## src/rtl/hazard_forward_ctrl.sv

```systemverilog
// hazard_forward_ctrl
// Hazard unit for the ID stage of a 16-bit, 5-stage pipeline. It keeps a shadow
// of the EX/MEM/WB destination tags, advanced from the ID-stage controls. From
// that shadow it produces the operand forward selects, the load-use stall, the
// wrong-path kill, and two free-running performance counters.
//
// Ports
//   clk, reset          clock; asynchronous active-high reset
//   id_valid            ID holds a real instruction (0 = bubble)
//   id_rs1, id_rs2      ID source register indices
//   id_use_rs1/2        ID instruction actually reads rs1 / rs2
//   id_rd, id_regwr     ID destination index and register-write enable
//   id_memr             ID instruction is a load
//   id_ctrl_taken       ID resolves a taken branch / jump / For
//   ForwardA/B          operand source: 0 regfile, 1 ALUOut, 2 MemoryOut, 3 WBData
//   stall               hold PC and IF/ID, inject a bubble into EX
//   kill                flush the wrong-path instruction in IF/ID
//   num_stalls          count of cycles with stall high (wraps)
//   num_kills           count of cycles with kill high (wraps)
module hazard_forward_ctrl #(
  parameter int unsigned REG_W = 3,
  parameter int unsigned CNT_W = 16
) (
  input  logic             clk,
  input  logic             reset,
  input  logic             id_valid,
  input  logic [REG_W-1:0] id_rs1,
  input  logic [REG_W-1:0] id_rs2,
  input  logic             id_use_rs1,
  input  logic             id_use_rs2,
  input  logic [REG_W-1:0] id_rd,
  input  logic             id_regwr,
  input  logic             id_memr,
  input  logic             id_ctrl_taken,
  output logic [1:0]       ForwardA,
  output logic [1:0]       ForwardB,
  output logic             stall,
  output logic             kill,
  output logic [CNT_W-1:0] num_stalls,
  output logic [CNT_W-1:0] num_kills
);

  typedef enum logic [0:0] {StRun, StLuWait} state_e;

  state_e state_q, state_d;

  // Shadow tags. Only EX needs memr: a load in MEM or WB forwards like any writer.
  logic [REG_W-1:0] ex_rd_q, mem_rd_q, wb_rd_q;
  logic             ex_regwr_q, mem_regwr_q, wb_regwr_q;
  logic             ex_memr_q;

  logic [CNT_W-1:0] num_stalls_q, num_kills_q;

  logic lu;
  logic advance;

  // Youngest producer wins. A load still in EX has no data yet, so it is skipped;
  // that case is covered by the load-use stall.
  function automatic logic [1:0] fwd_sel(input logic [REG_W-1:0] src, input logic use_src);
    logic [1:0] sel;
    sel = 2'd0;
    if (src == '0 || !use_src) begin
      sel = 2'd0;
    end else if (ex_regwr_q && !ex_memr_q && ex_rd_q == src) begin
      sel = 2'd1;
    end else if (mem_regwr_q && mem_rd_q == src) begin
      sel = 2'd2;
    end else if (wb_regwr_q && wb_rd_q == src) begin
      sel = 2'd3;
    end
    return sel;
  endfunction

  always_comb begin
    ForwardA = fwd_sel(id_rs1, id_use_rs1);
    ForwardB = fwd_sel(id_rs2, id_use_rs2);
  end

  always_comb begin
    lu = id_valid && ex_regwr_q && ex_memr_q && (ex_rd_q != '0) &&
         ((id_use_rs1 && id_rs1 == ex_rd_q) || (id_use_rs2 && id_rs2 == ex_rd_q));
  end

  // Stall only from StRun, so a single load never holds ID for more than one cycle.
  always_comb begin
    state_d = state_q;
    stall   = 1'b0;
    unique case (state_q)
      StRun: begin
        if (lu) begin
          stall   = 1'b1;
          state_d = StLuWait;
        end
      end
      StLuWait: begin
        state_d = StRun;
      end
      default: state_d = StRun;
    endcase
  end

  // Gated by reset so kill drops as soon as reset rises, not at the next edge.
  always_comb begin
    kill = id_valid && id_ctrl_taken && !stall && !reset;
  end

  assign advance = id_valid && !stall;

  always_ff @(posedge clk or posedge reset) begin
    if (reset) begin
      state_q     <= StRun;
      ex_rd_q     <= '0;
      ex_regwr_q  <= 1'b0;
      ex_memr_q   <= 1'b0;
      mem_rd_q    <= '0;
      mem_regwr_q <= 1'b0;
      wb_rd_q     <= '0;
      wb_regwr_q  <= 1'b0;
    end else begin
      state_q     <= state_d;
      wb_rd_q     <= mem_rd_q;
      wb_regwr_q  <= mem_regwr_q;
      mem_rd_q    <= ex_rd_q;
      mem_regwr_q <= ex_regwr_q;
      if (advance) begin
        ex_rd_q    <= id_rd;
        ex_regwr_q <= id_regwr;
        ex_memr_q  <= id_memr;
      end else begin
        ex_rd_q    <= '0;
        ex_regwr_q <= 1'b0;
        ex_memr_q  <= 1'b0;
      end
    end
  end

  always_ff @(posedge clk or posedge reset) begin
    if (reset) begin
      num_stalls_q <= '0;
      num_kills_q  <= '0;
    end else begin
      num_stalls_q <= num_stalls_q + {{(CNT_W-1){1'b0}}, stall};
      num_kills_q  <= num_kills_q + {{(CNT_W-1){1'b0}}, kill};
    end
  end

  assign num_stalls = num_stalls_q;
  assign num_kills  = num_kills_q;

endmodule
```

## config.mk

```make
export PLATFORM = sky130hd
export DESIGN_NAME = hazard_forward_ctrl
export DESIGN_NICKNAME = d
export VERILOG_FILES = /design/src/rtl/hazard_forward_ctrl.sv
export SDC_FILE = /design/constraint.sdc
export NUM_CORES = 1
export LEC_CHECK = 0
export ABC_CLOCK_PERIOD_IN_PS = 2450
export BUFFER_PORTS_ARGS = -buffer_cell sky130_fd_sc_hd__buf_4
export CAP_MARGIN = 25
export CORE_ASPECT_RATIO = 1.1
export CORE_MARGIN = 3
export CORE_UTILIZATION = 36
export DETAILED_ROUTE_END_ITERATION = 12
export PLACE_DENSITY_LB_ADDON = 0.2
export SYNTH_ARGS = -nofsm -noshare
export SYNTH_HDL_FRONTEND = slang
export SYNTH_SLANG_ARGS = --single-unit
```

## constraint.sdc

```tcl
create_clock -name clk -period 2.45 [get_ports clk]
set_input_delay 0.6125 -clock clk [delete_from_list [all_inputs] [get_ports clk]]
set_output_delay 0.6125 -clock clk [all_outputs]
set_load 0.01 [all_outputs]
```

==> flow_metrics.py <==
metrics = {
    "power": {
        "swShare": 0.2658,
        "power.clock.fraction": 0.293,
        "p_leak_nw": 1.362,
        "power.ir.vdd_worst_mv": 0.2575,
        "totalPowerFinal_mw": 1.553,
        "cell_internal_pwr_mw": 1.140,
        "combPwrFrac": 0.146,
        "power-per-cell-area_mw_per_mm2": 551.0,
        "seqPwrFrac": 0.561,
        "power.net_switching_uw": 412.7,
    },
    "timing": {
        "worstMarginPinSlew_ns": 0.3487,
        "hold_ws_ns": 0.3036,
        "setup-violations-final": 0,
        "final.period_utilization": 0.9609,
        "clock-skew-final_ns": 0.009259,
        "maxSlewHeadroom": 0.7672,
        "post-route-min-period_ns": 2.354,
        "fin_tns_setup_ns": 0,
        "maxSlewViolCount": 0,
        "timing.final.hold_violations": 0,
        "timing.fmax_mhz": 424.8,
        "rsz0062_at_grt": "true",
    },
    "synth": {
        "postSynth.asyncResetShare": 1.000,
        "post-synth-top-count-cell": "sky130_fd_sc_hd__dfrtp_1",
        "most_instantiated_flip_flop_cell_in_the_synthesis_netlist": "sky130_fd_sc_hd__dfrtp_1",
        "yosysSeqAreaShare": 0.5600,
        "netlist_top_cells_count": "sky130_fd_sc_hd__dfrtp_1, sky130_fd_sc_hd__xnor2_1, sky130_fd_sc_hd__nand2_1",
        "synthesis_stage_register_bit_count": 46,
        "synth_top_cell_by_area": "sky130_fd_sc_hd__dfrtp_1",
        "synthDistinctLibCells": 23,
        "post_synth_instance_area_mm2": 0.002056,
        "synth_cells": 176,
        "syn_avg_cell_area_um2": 11.68,
        "yosysWarningCount": 0,
        "post-synth-top-area-fraction": 0.5600,
        "synthTopCellsByArea": "sky130_fd_sc_hd__dfrtp_1, sky130_fd_sc_hd__xnor2_1, sky130_fd_sc_hd__xor2_1, sky130_fd_sc_hd__nand4_1, sky130_fd_sc_hd__nand3_1",
        "syn_nets": 197,
        "synth-edff-count": 0,
    },
    "worst_setup_path": {
        "r2r_start": "ex_rd_q[1]",
        "cp-end-kind": "output port",
        "timing.setup.critical_path_class": "reg -> out",
        "crit_path_start_kind": "flip-flop",
        "worst-endpoint-arrival_ns": 1.74,
        "reg2reg_setup_slack_ns": 0.25,
        "reg2reg_depth": 10,
        "rr_endpoint": "num_kills[8]",
        "worst_path_max_fanout": 7,
        "worst-endpoint-required_ns": 1.84,
    },
    "place": {
        "gp_congestion": 0.7959,
        "port-buffer-count": 54,
        "place_hpwl_um": 3337,
        "placement.cell_area_mm2": 0.002691,
    },
    "drt": {
        "totalWireLength_um": 4286,
        "drt_iter0_markers": 40,
        "ant_nets": 0,
        "num_vias": 1516,
        "remaining_drc_errors": 0,
        "routed_wire_length_per_instance_um": 13.11,
        "via_to_cell_ratio": 4.636,
        "drtPass1Iterations": 3,
    },
    "flow_run": {
        "maxCapViolCount": 0,
    },
    "clock_tree": {
        "cts_tree": "done",
        "cts-hold-fix-buffers": 0,
        "cts.root.buffer_cell": "sky130_fd_sc_hd__clkbuf_8",
        "tritoncts_num_sinks": 46,
        "clock_tree.htree_level_count": 2,
        "clk-insertion-delay-late_ns": 0.30,
        "cts_max_path_buffers": 2,
        "cts_buffers": 5,
        "worst_setup_hold_path_clk_slew_ns": 0.08,
    },
    "global_routing": {
        "gr-total-overflow": 0,
        "vias_in_the_first_global_route": 1549,
        "globalRouteTotalUtil": 0.1445,
        "grt_antenna_before_repair": 0,
        "grt_pass1_wl_um": 7507,
        "grt_max_degree": 19,
    },
    "floorplan": {
        "die_height_um": 85.26,
        "num_rows": 28,
        "dieWidth_um": 78.05,
        "floorplan.core_area_mm2": 0.005465,
        "design.portCount": 55,
        "floorplan.initialDensity": 0.3761,
        "floorplan.die_area_mm2": 0.006654,
    },
    "finish": {
        "final_layout_size_suffix_gt1_frac": 0.3690,
        "design_area_mm2": 0.002818,
        "fin_nets": 272,
        "area_delta_synth_final_pct": 37.07,
        "count_of_fill_cells_added_during_filler_insertion": 534,
        "antenna_cells_inserted": 0,
    },
    "hold_path": {
        "hp-class": "in -> async",
    },
    "outcome": {
        "result_of_the_run": "completed",
    },
}
[area by class of cell]
type	count	area [um^2]	area share
Clock buffer	6	72.57	0.02575
Inverter	1	3.754	0.001332
Multi-Input combinational cell	128	953.4	0.3384
Clock inverter	2	13.76	0.004885
Timing Repair Buffer	69	525.5	0.1865
Sequential cell	46	1155	0.4099
Tap cell	75	93.84	0.03330
[how the worst max path moves through the flow]
stage                    start            end  cells past startpoint
detailed placement   id_rs1[0]  num_kills[14]                     10
CTS                 ex_rd_q[0]           kill                      6
global placement     id_rs1[1]  num_kills[14]                     10
finish              ex_rd_q[1]          stall                      5
floorplan            id_rs1[0]  num_kills[14]                     10
global route        ex_rd_q[1]          stall                      5
[layout by cell type, fill, tap and decap left out, drive strengths merged]
cell type	n
nand2	16
dfrtp	46
nand3	13
a211oi	1
nand4b	1
o31ai	2
nand4	11
and2	5
inv	1
nand2b	2
nor2b	1
ha	4
nor3	4
xnor2	37
and4	4
nor2	9
clkbuf	6
a21oi	4
buf	69
xor2	9
clkinv	2
and3	5
[power by group through the flow]
| stage | Sequential [mW] | Combinational (mW) | Clock, mW |
|---|---|---|---|
| 2_1_floorplan | 0.892 | 0.0874 | 0 |
| 3_3_place_gp | 0.887 | 0.224 | 0 |
| 3_5_place_dp | 0.886 | 0.227 | 0 |
| 4_1_cts | 0.871 | 0.227 | 0.474 |
| 5_1_grt | 0.881 | 0.253 | 0.512 |
| 6_report | 0.871 | 0.226 | 0.455 |
[critical path, stage by stage (launching register included)]
cell and delay [ns]:
sky130_fd_sc_hd__dfrtp_2 0.47, sky130_fd_sc_hd__xnor2_2 0.15, sky130_fd_sc_hd__nand4_1 0.17, sky130_fd_sc_hd__a211oi_4 0.33
sky130_fd_sc_hd__buf_4 0.20, sky130_fd_sc_hd__buf_4 0.12
[flip-flops by register name, indices dropped and copies added (netlist names)]
name	cells
ex_memr_q	1
ex_rd_q	3
ex_regwr_q	1
mem_rd_q	3
mem_regwr_q	1
num_kills	16
num_stalls	16
state_q	1
wb_rd_q	3
wb_regwr_q	1
[logic make-up (layout without fill, tap and decap cells)]
logic type,Yosys count,count (layout),share of synthesized area
and+or+nand+nor,71,71,0.1850
adders and majority gates,4,4,0.02435
xor gates and xnor gates,46,46,0.1996
buffers and inverters,2,78,0.004256
AOI/OAI and AO/OA,7,7,0.02678
DFF,46,46,0.5599
[per-stage QoR]
stage,utilization,std cells,setup WS (ns)
after CTS,0.5096,325,0.003037
after global placement,0.4924,316,-0.006252
after global routing,0.5156,327,-0.01744
after floorplan,-,176,0.007803
final,0.5156,327,0.09576
after detailed placement,0.4924,316,-0.01366
[layer usage]
layer  GRT usage  routed length, um  up-vias
met5           0                  0        -
met2      0.2336               2085       35
met4     0.05246                 65        0
met3     0.03715                215        6
met1      0.1879               1919      726
li1            -                  -      749
[timing repair]
item,CTS,global route
pin swaps,1,5
resized for setup,0,7
setup endpoints to repair,1,7
setup buffers,1,2
(Power assumes the default switching activity.)
